**src/rtl/serial_adder_pkg.sv**
```systemverilog
// Shared types and constants for the bit-serial adder: FSM state encoding,
// default operand width and the bit-counter width helper.
package serial_adder_pkg;

   localparam int WIDTH_DEFAULT = 8;

   typedef enum logic [1:0] {
      IDLE  = 2'd0,
      SHIFT = 2'd1,
      DONE  = 2'd2
   } state_e;

   // The counter must be able to hold WIDTH itself, so it never wraps.
   function automatic int cnt_width(input int width);
      return $clog2(width + 1);
   endfunction

endpackage

```
**src/rtl/serial_adder_fa_cell.sv**
```systemverilog
// Single-bit full adder used once by serial_adder; purely combinational.
module fa_cell (
   input  logic a,
   input  logic b,
   input  logic c,
   output logic s,
   output logic co
);

   assign s  = a ^ b ^ c;
   assign co = (a & b) | (a & c) | (b & c);

endmodule

```
**src/rtl/serial_adder.sv**
```systemverilog
// Bit-serial adder: accepts an operand pair, adds it LSB first through one
// full-adder cell over WIDTH cycles, then holds the result until consumed.
module serial_adder
   import serial_adder_pkg::*;
#(
   parameter int WIDTH = WIDTH_DEFAULT
) (
   input  logic             clk,
   input  logic             rst_n,
   input  logic             in_valid,
   output logic             in_ready,
   input  logic [WIDTH-1:0] op_a,
   input  logic [WIDTH-1:0] op_b,
   input  logic             c_in,
   output logic             out_valid,
   input  logic             out_ready,
   output logic [WIDTH-1:0] sum,
   output logic             c_out
);

   localparam int               CNT_W    = cnt_width(WIDTH);
   localparam logic [CNT_W-1:0] LAST_CNT = CNT_W'(WIDTH - 1);

   state_e           r_state;
   state_e           w_state_next;
   logic [WIDTH-1:0] r_a;
   logic [WIDTH-1:0] r_b;
   logic [WIDTH-1:0] r_acc;
   logic [WIDTH-1:0] r_sum;
   logic             r_carry;
   logic             r_c_out;
   logic [CNT_W-1:0] r_cnt;
   logic             w_s;
   logic             w_co;
   logic             w_load;
   logic             w_shift;
   logic             w_last;
   logic [WIDTH:0]   w_acc_cat;

   fa_cell u_fa (
      .a  (r_a[0]),
      .b  (r_b[0]),
      .c  (r_carry),
      .s  (w_s),
      .co (w_co)
   );

   assign w_last    = (r_cnt == LAST_CNT);
   // Concatenation then slice keeps the shift legal even when WIDTH is 1.
   assign w_acc_cat = {w_s, r_acc};

   always_comb begin
      // NOTE: every output of this block gets a default first so no path can infer a latch.
      w_state_next = r_state;
      in_ready     = 1'b0;
      out_valid    = 1'b0;
      w_load       = 1'b0;
      w_shift      = 1'b0;
      case (r_state)
         IDLE: begin
            in_ready = 1'b1;
            if (in_valid) begin
               w_load       = 1'b1;
               w_state_next = SHIFT;
            end
         end
         SHIFT: begin
            w_shift = 1'b1;
            if (w_last) w_state_next = DONE;
         end
         DONE: begin
            out_valid = 1'b1;
            if (out_ready) w_state_next = IDLE;
         end
         default: w_state_next = IDLE;
      endcase
   end

   // NOTE: state registers use non-blocking assignments so every flop samples pre-edge values.
   always_ff @(posedge clk or negedge rst_n) begin
      if (!rst_n) begin
         r_state <= IDLE;
         r_a     <= '0;
         r_b     <= '0;
         r_acc   <= '0;
         r_sum   <= '0;
         r_carry <= 1'b0;
         r_c_out <= 1'b0;
         r_cnt   <= '0;
      end else begin
         r_state <= w_state_next;
         if (w_load) begin
            r_a     <= op_a;
            r_b     <= op_b;
            r_carry <= c_in;
            r_cnt   <= '0;
         end else if (w_shift) begin
            r_a     <= r_a >> 1;
            r_b     <= r_b >> 1;
            r_carry <= w_co;
            r_acc   <= w_acc_cat[WIDTH:1];
            r_cnt   <= r_cnt + CNT_W'(1);
            // Visible result only changes on completion, so it survives the next operation.
            if (w_last) begin
               r_sum   <= w_acc_cat[WIDTH:1];
               r_c_out <= w_co;
            end
         end
      end
   end

   assign sum   = r_sum;
   assign c_out = r_c_out;

endmodule

```
**config.mk**
```make
export PLATFORM = sky130hd
export DESIGN_NAME = serial_adder
export DESIGN_NICKNAME = d
export VERILOG_FILES = /design/src/rtl/serial_adder_pkg.sv /design/src/rtl/serial_adder_fa_cell.sv /design/src/rtl/serial_adder.sv
export SDC_FILE = /design/constraint.sdc
export NUM_CORES = 1
export LEC_CHECK = 0
export CORE_UTILIZATION = 45
export CTS_CLUSTER_SIZE = 28
export DETAILED_ROUTE_END_ITERATION = 8
export GPL_TIMING_DRIVEN = 0
export PLACE_DENSITY_LB_ADDON = 0.2
export SLEW_MARGIN = 20
export SYNTH_ARGS = -nofsm -noshare
export SYNTH_HDL_FRONTEND = slang
export SYNTH_SLANG_ARGS = --single-unit
```
**constraint.sdc**
```tcl
create_clock -name clk -period 1.5 [get_ports clk]
set_clock_uncertainty 0.2 [all_clocks]
set_input_delay 0.15 -clock clk [delete_from_list [all_inputs] [get_ports clk]]
set_output_delay 0.15 -clock clk [all_outputs]
set_load 0.01 [all_outputs]
```
-- Word level (Yosys, flattened, before mapping)
Index checks and enable logic that the tools add are counted.
- add/sub/neg operators: 1
- mux-type cells: 17
- bitwise logic cells: 8
- reductions and logical operators: 5
- equality and inequality tests: 6
- operators with widths (operator ; number):
    $mux 8 ; 4
    $mux 4 ; 2
    $mux 1 ; 7
    $mux 2 ; 3
    $ne 2x2->1 const B ; 3
    $pmux 2 s3 ; 1
    $reduce_and 3->1 ; 2
    $add 4x1->4 const B ; 1
    $eq 4x3->1 const B ; 1
    $and 1x1->1 ; 3
    $eq 2x1->1 const B ; 1
    $eq 2x2->1 const B ; 1
    $logic_not 2->1 ; 1
    $or 1x1->1 ; 2
    $reduce_and 2->1 ; 1
    $reduce_bool 2->1 ; 1
    $xor 1x1->1 ; 2
    $not 1->1 ; 1
- logic and storage cells: 45
- output and inout port bits: 11
- register bits: 40

-- Longest topological paths before layout
- depth after elaboration: 5
- gate-level depth with buffers: 5
- gate-level depth less buffers: 4

-- Hierarchy
A second synthesis with hierarchy kept.
- cells, all modules: 154
- area total of the unflattened synthesis: 1679.1 um^2
- by module, submodules not included (module ; instances ; cells an instance ; seq. area each (um^2) ; area an instance (um^2)):
    serial_adder ; 1 ; 153 ; 975.9 ; 1659.1
    fa_cell ; 1 ; 1 ; 0.0 ; 20.0

-- Least setup slack after synthesis
OpenSTA, ideal clock, no wires.
- kind: register to register
- start: register r_cnt[0]
- end: register r_c_out (netlist: c_out)
- stages on the path, launching flop included: 5
- path buffers: 0
- clock period less this slack: 1.620 ns
- slack: -0.120 ns
- data required time: 1.175 ns
- setup time: 0.125 ns
- arrival time: 1.295 ns
- cell sequence: dfrtp_1 -> ha_1 -> nand2_1 -> nor3_4 -> mux2_2
- word-level cells in the longest chain between the ends: 2
- RTL lines (element ; RTL line ; text):
    start, declared ; serial_adder.sv:32 ; logic [CNT_W-1:0] r_cnt;
    start signal, assigned ; serial_adder.sv:102 ; r_cnt <= r_cnt + CNT_W'(1);
    $eq 4x3->1 ; serial_adder.sv:48 ; assign w_last = (r_cnt == LAST_CNT);
    $reduce_and 3->1 (no source line) ; -- ;
    end signal, assigned ; serial_adder.sv:106 ; r_c_out <= w_co;
    end, declared ; serial_adder.sv:31 ; logic r_c_out;
Every way passes these cells.
A chain may end at the register's enable or synchronous reset.

-- Worst setup path after layout
- start: register r_state[1]
- end: register r_sum[7] (netlist: sum[7])
- word-level cells in the longest chain between the ends: 4
- elaborated cells between the ends (all ways): 6
- classes of those cells: eq/ne (1); mux (2); bitwise (1); reduce/logical (2)
- RTL lines (element ; RTL line ; text):
    start, declared ; serial_adder.sv:24 ; state_e r_state;
    start signal, assigned ; serial_adder.sv:91 ; r_state <= w_state_next;
    $logic_not 2->1 ; serial_adder.sv:59 ; case (r_state)
    $mux 1 ; serial_adder.sv:59 ;
    $not 1->1 (no source line) ; -- ;
    $reduce_and 3->1 (no source line) (*) ; -- ;
    end signal, assigned ; serial_adder.sv:105 ; r_sum <= w_acc_cat[WIDTH:1];
    end, declared ; serial_adder.sv:29 ; logic [WIDTH-1:0] r_sum;
Every way passes the cells marked *; elsewhere a longest branch is shown, timed or not.

==> flow_summary.toml <==
[layout]
fin_nets = 236
utilization_pct = 71.9
diodes = 0
drive_gt1_share_pct = 32.4
syn2layout_area_growth_pct = 50.7

[place]
hpwl_um = 2230
portBuffers = 31
routabilityCongestion = 0.759
dp_slack_ps = -361

[run_status]
violations = "setup timing"
status = "finished with violations"

[global_routing]
use_met2_pct = 34.3
grtUsageMet3_pct = 5.70
grt_first_pass_wirelength_um = 6200
antenna_found_initial = 0
grt_pass1_vias = 1343
overflow = 0
met1_usage_pct = 26.6
grt_max_degree = 22
track_usage_pct = 20.7
grt-busiest-layer = "met2"

[sta]
finalCritPeriodShare_pct = 113
fmax_ghz = 0.591
drv_slew = 0
worst_pin_slew_ps = 489
timing.hold.ws_ps = 94.0
worst_slack_ps = -192
rsz0062_at_grt = "yes"
min_period_ps = 1690
finalSetupViolCount = 36
hold_viol = 0
relSlewSlack_pct = 67.4

[routing]
wl_per_cell_um = 15.2
drc = 0
vias_per_cell = 5.16
first_iter_violations = 53
drt_pass1_iterations = 5
dr_total_vias = 1337
drt_wl_total_um = 3930
ant_nets = 0

[setup_path]
critPathRequiredTime_ps = 1530
end_kind = "flip-flop"
crit_arrival_ps = 1730
path_max_fanout = 10
crit_path_start_kind = "flip-flop"
setup.worst_path.class = "flip-flop to flip-flop"

[flow_run]
drv_cap = 0

[yosys]
async_flop_share_pct = 100
synth_cells = 154
synthFlopType = "dfrtp_1"
ys_ff_latch = 39
syn_area_um2 = 1630
yosys_warnings = 0
yosysMostFrequentCell = "nand2_1"
synthesis.nets = 177
synth_edf_count = 0
yosysTopAreaCellShare_pct = 59.9
synth_common_cells = "nand2_1 (59), dfrtp_1 (39), a22oi_1 (15)"
avgSynthCellArea_um2 = 10.6
yosys.area.top_type = "dfrtp_1"
netlist_top_cells_area = "dfrtp_1 (60%), nand2_1 (14%), a22oi_1 (6.9%)"
ys_seq_area_share_pct = 59.9
synth.distinct_cells = 23

[power_and_ir_drop]
leakage_nw = 1.21
pwr_density_cell_nw_per_um2 = 1890
ir_drop_mv = 0.933

[floorplanning]
die_area_um2 = 3870
die_w_um = 62.2
die_y_um = 62.2
rows = 21
io-pin-count = 32
core_um2 = 3420
start_util_pct = 47.7

[clock_tree]
cts.htree.levels = 2
numCtsBuffers = 5
cts_max_path_buffers = 2
cts_sinks = 39
clk_latency_ps = 340
path_clk_slew_ps = 110
cts_tree = "built"
root_buffer = "clkbuf_4"

[hold_path]
min_path_type = "input port to async pin"
[routing by layer]
layer  wire length [um]  share of wire [%]
met1               1640                 42
met2               2090                 53
met3                148                3.8
met4                 46                1.2
met5                  0                  0
[final timing paths]
| path | from | to | slack, ps | depth (start not counted) |
|---|---|---|---|---|
| worst min register to register | r_acc[1]$_DFFE_PN0P_ | r_acc[1]$_DFFE_PN0P_ | 300 | 2 |
| min in group clk | op_b[7] | r_b[7]$_DFFE_PN0P_ | 150 | 3 |
| worst min-delay path | rst_n | r_state[1]$_DFFE_PN0P_ | 90 | 2 |
| worst max register to register | r_state[1]$_DFFE_PN0P_ | sum[7]$_DFFE_PN0P_ | -190 | 5 |
| worst max-delay path | r_state[1]$_DFFE_PN0P_ | sum[7]$_DFFE_PN0P_ | -190 | 5 |
| max in group asynchronous | rst_n | r_a[3]$_DFFE_PN0P_ | 540 | 3 |
[layout make-up]
class / instances / area, um2
Inverter: 2 / 7.51
Tap cell: 46 / 57.6
Clock buffer: 6 / 51.3
Multi-Input combinational cell: 106 / 744
Timing Repair Buffer: 52 / 531
Buffer: 7 / 82.6
Fill cell: 243 / 960
Clock inverter: 1 / 5.00
Sequential cell: 39 / 977
[flip-flops by register name, summed over array words and instances, names as in the netlist]
register  cells
c_out         1
r_acc         7
r_a           8
r_cnt         4
r_carry       1
sum           8
r_state       2
r_b           8
[what timing repair did]
| item | CTS | global route |
|---|---|---|
| setup buffers | 7 | 9 |
| pin swaps | 1 | 22 |
| endpoints found under the hold margin | 39 | 0 |
| hold buffers | 1 | 0 |
| endpoints found under the setup margin | 39 | 30 |
| cloned | 0 | 4 |
| gates resized for setup | 38 | 41 |
[through the flow]
| step | area, um2 | total power [mW] | instances | TNS, ps |
|---|---|---|---|---|
| 3_3_place_gp | 2000 | 3.16 | 231 | -38200 |
| 2_1_floorplan | 1630 | 2.67 | 154 | -1080 |
| 3_5_place_dp | 2020 | 3.24 | 232 | -9170 |
| 5_1_grt | 2460 | 4.96 | 259 | -4850 |
| 4_1_cts | 2200 | 3.95 | 247 | -2250 |
| 6_report | 2460 | 4.64 | 259 | -2960 |
[power by group]
part	switching [mW]	leakage, nW	internal (mW)	total [mW]
Clock	0.335	0.0341	0.217	0.552
Combinational	1.01	0.676	1.26	2.28
Sequential	0.326	0.499	1.49	1.81
[critical path: stages, from the launching register on]
cell and delay (ps):
dfrtp_1 420, buf_6 130, nand2b_4 170, nor3_4 160, buf_12 160, mux2_2 340
[logic make-up (layout without fill, tap and decap cells)]
logic type | count (synthesis) | after routing | synth area share, %
AOI/OAI and AO/OA | 26 | 26 | 11.1
adders and majority gates | 2 | 2 | 2.00
buffers and inverters | 9 | 68 | 2.30
DFF | 39 | 39 | 59.9
muxes | 9 | 9 | 6.22
and+or+nand+nor | 69 | 69 | 18.5
[cells in the final DEF (no fill, tap or decap), types with 2 or more instances in the layout]
cell type	instances
a21o_1	2
a22oi_2	14
buf_2	3
buf_4	11
buf_6	9
buf_8	2
clkbuf_16	2
clkbuf_4	6
clkdlybuf4s50_1	19
dfrtp_1	38
dlygate4sd2_1	9
inv_1	2
mux2_2	8
nand2_1	58
o21ai_0	2
o21ai_1	4
Note: power is estimated with default switching activity, not from simulation.
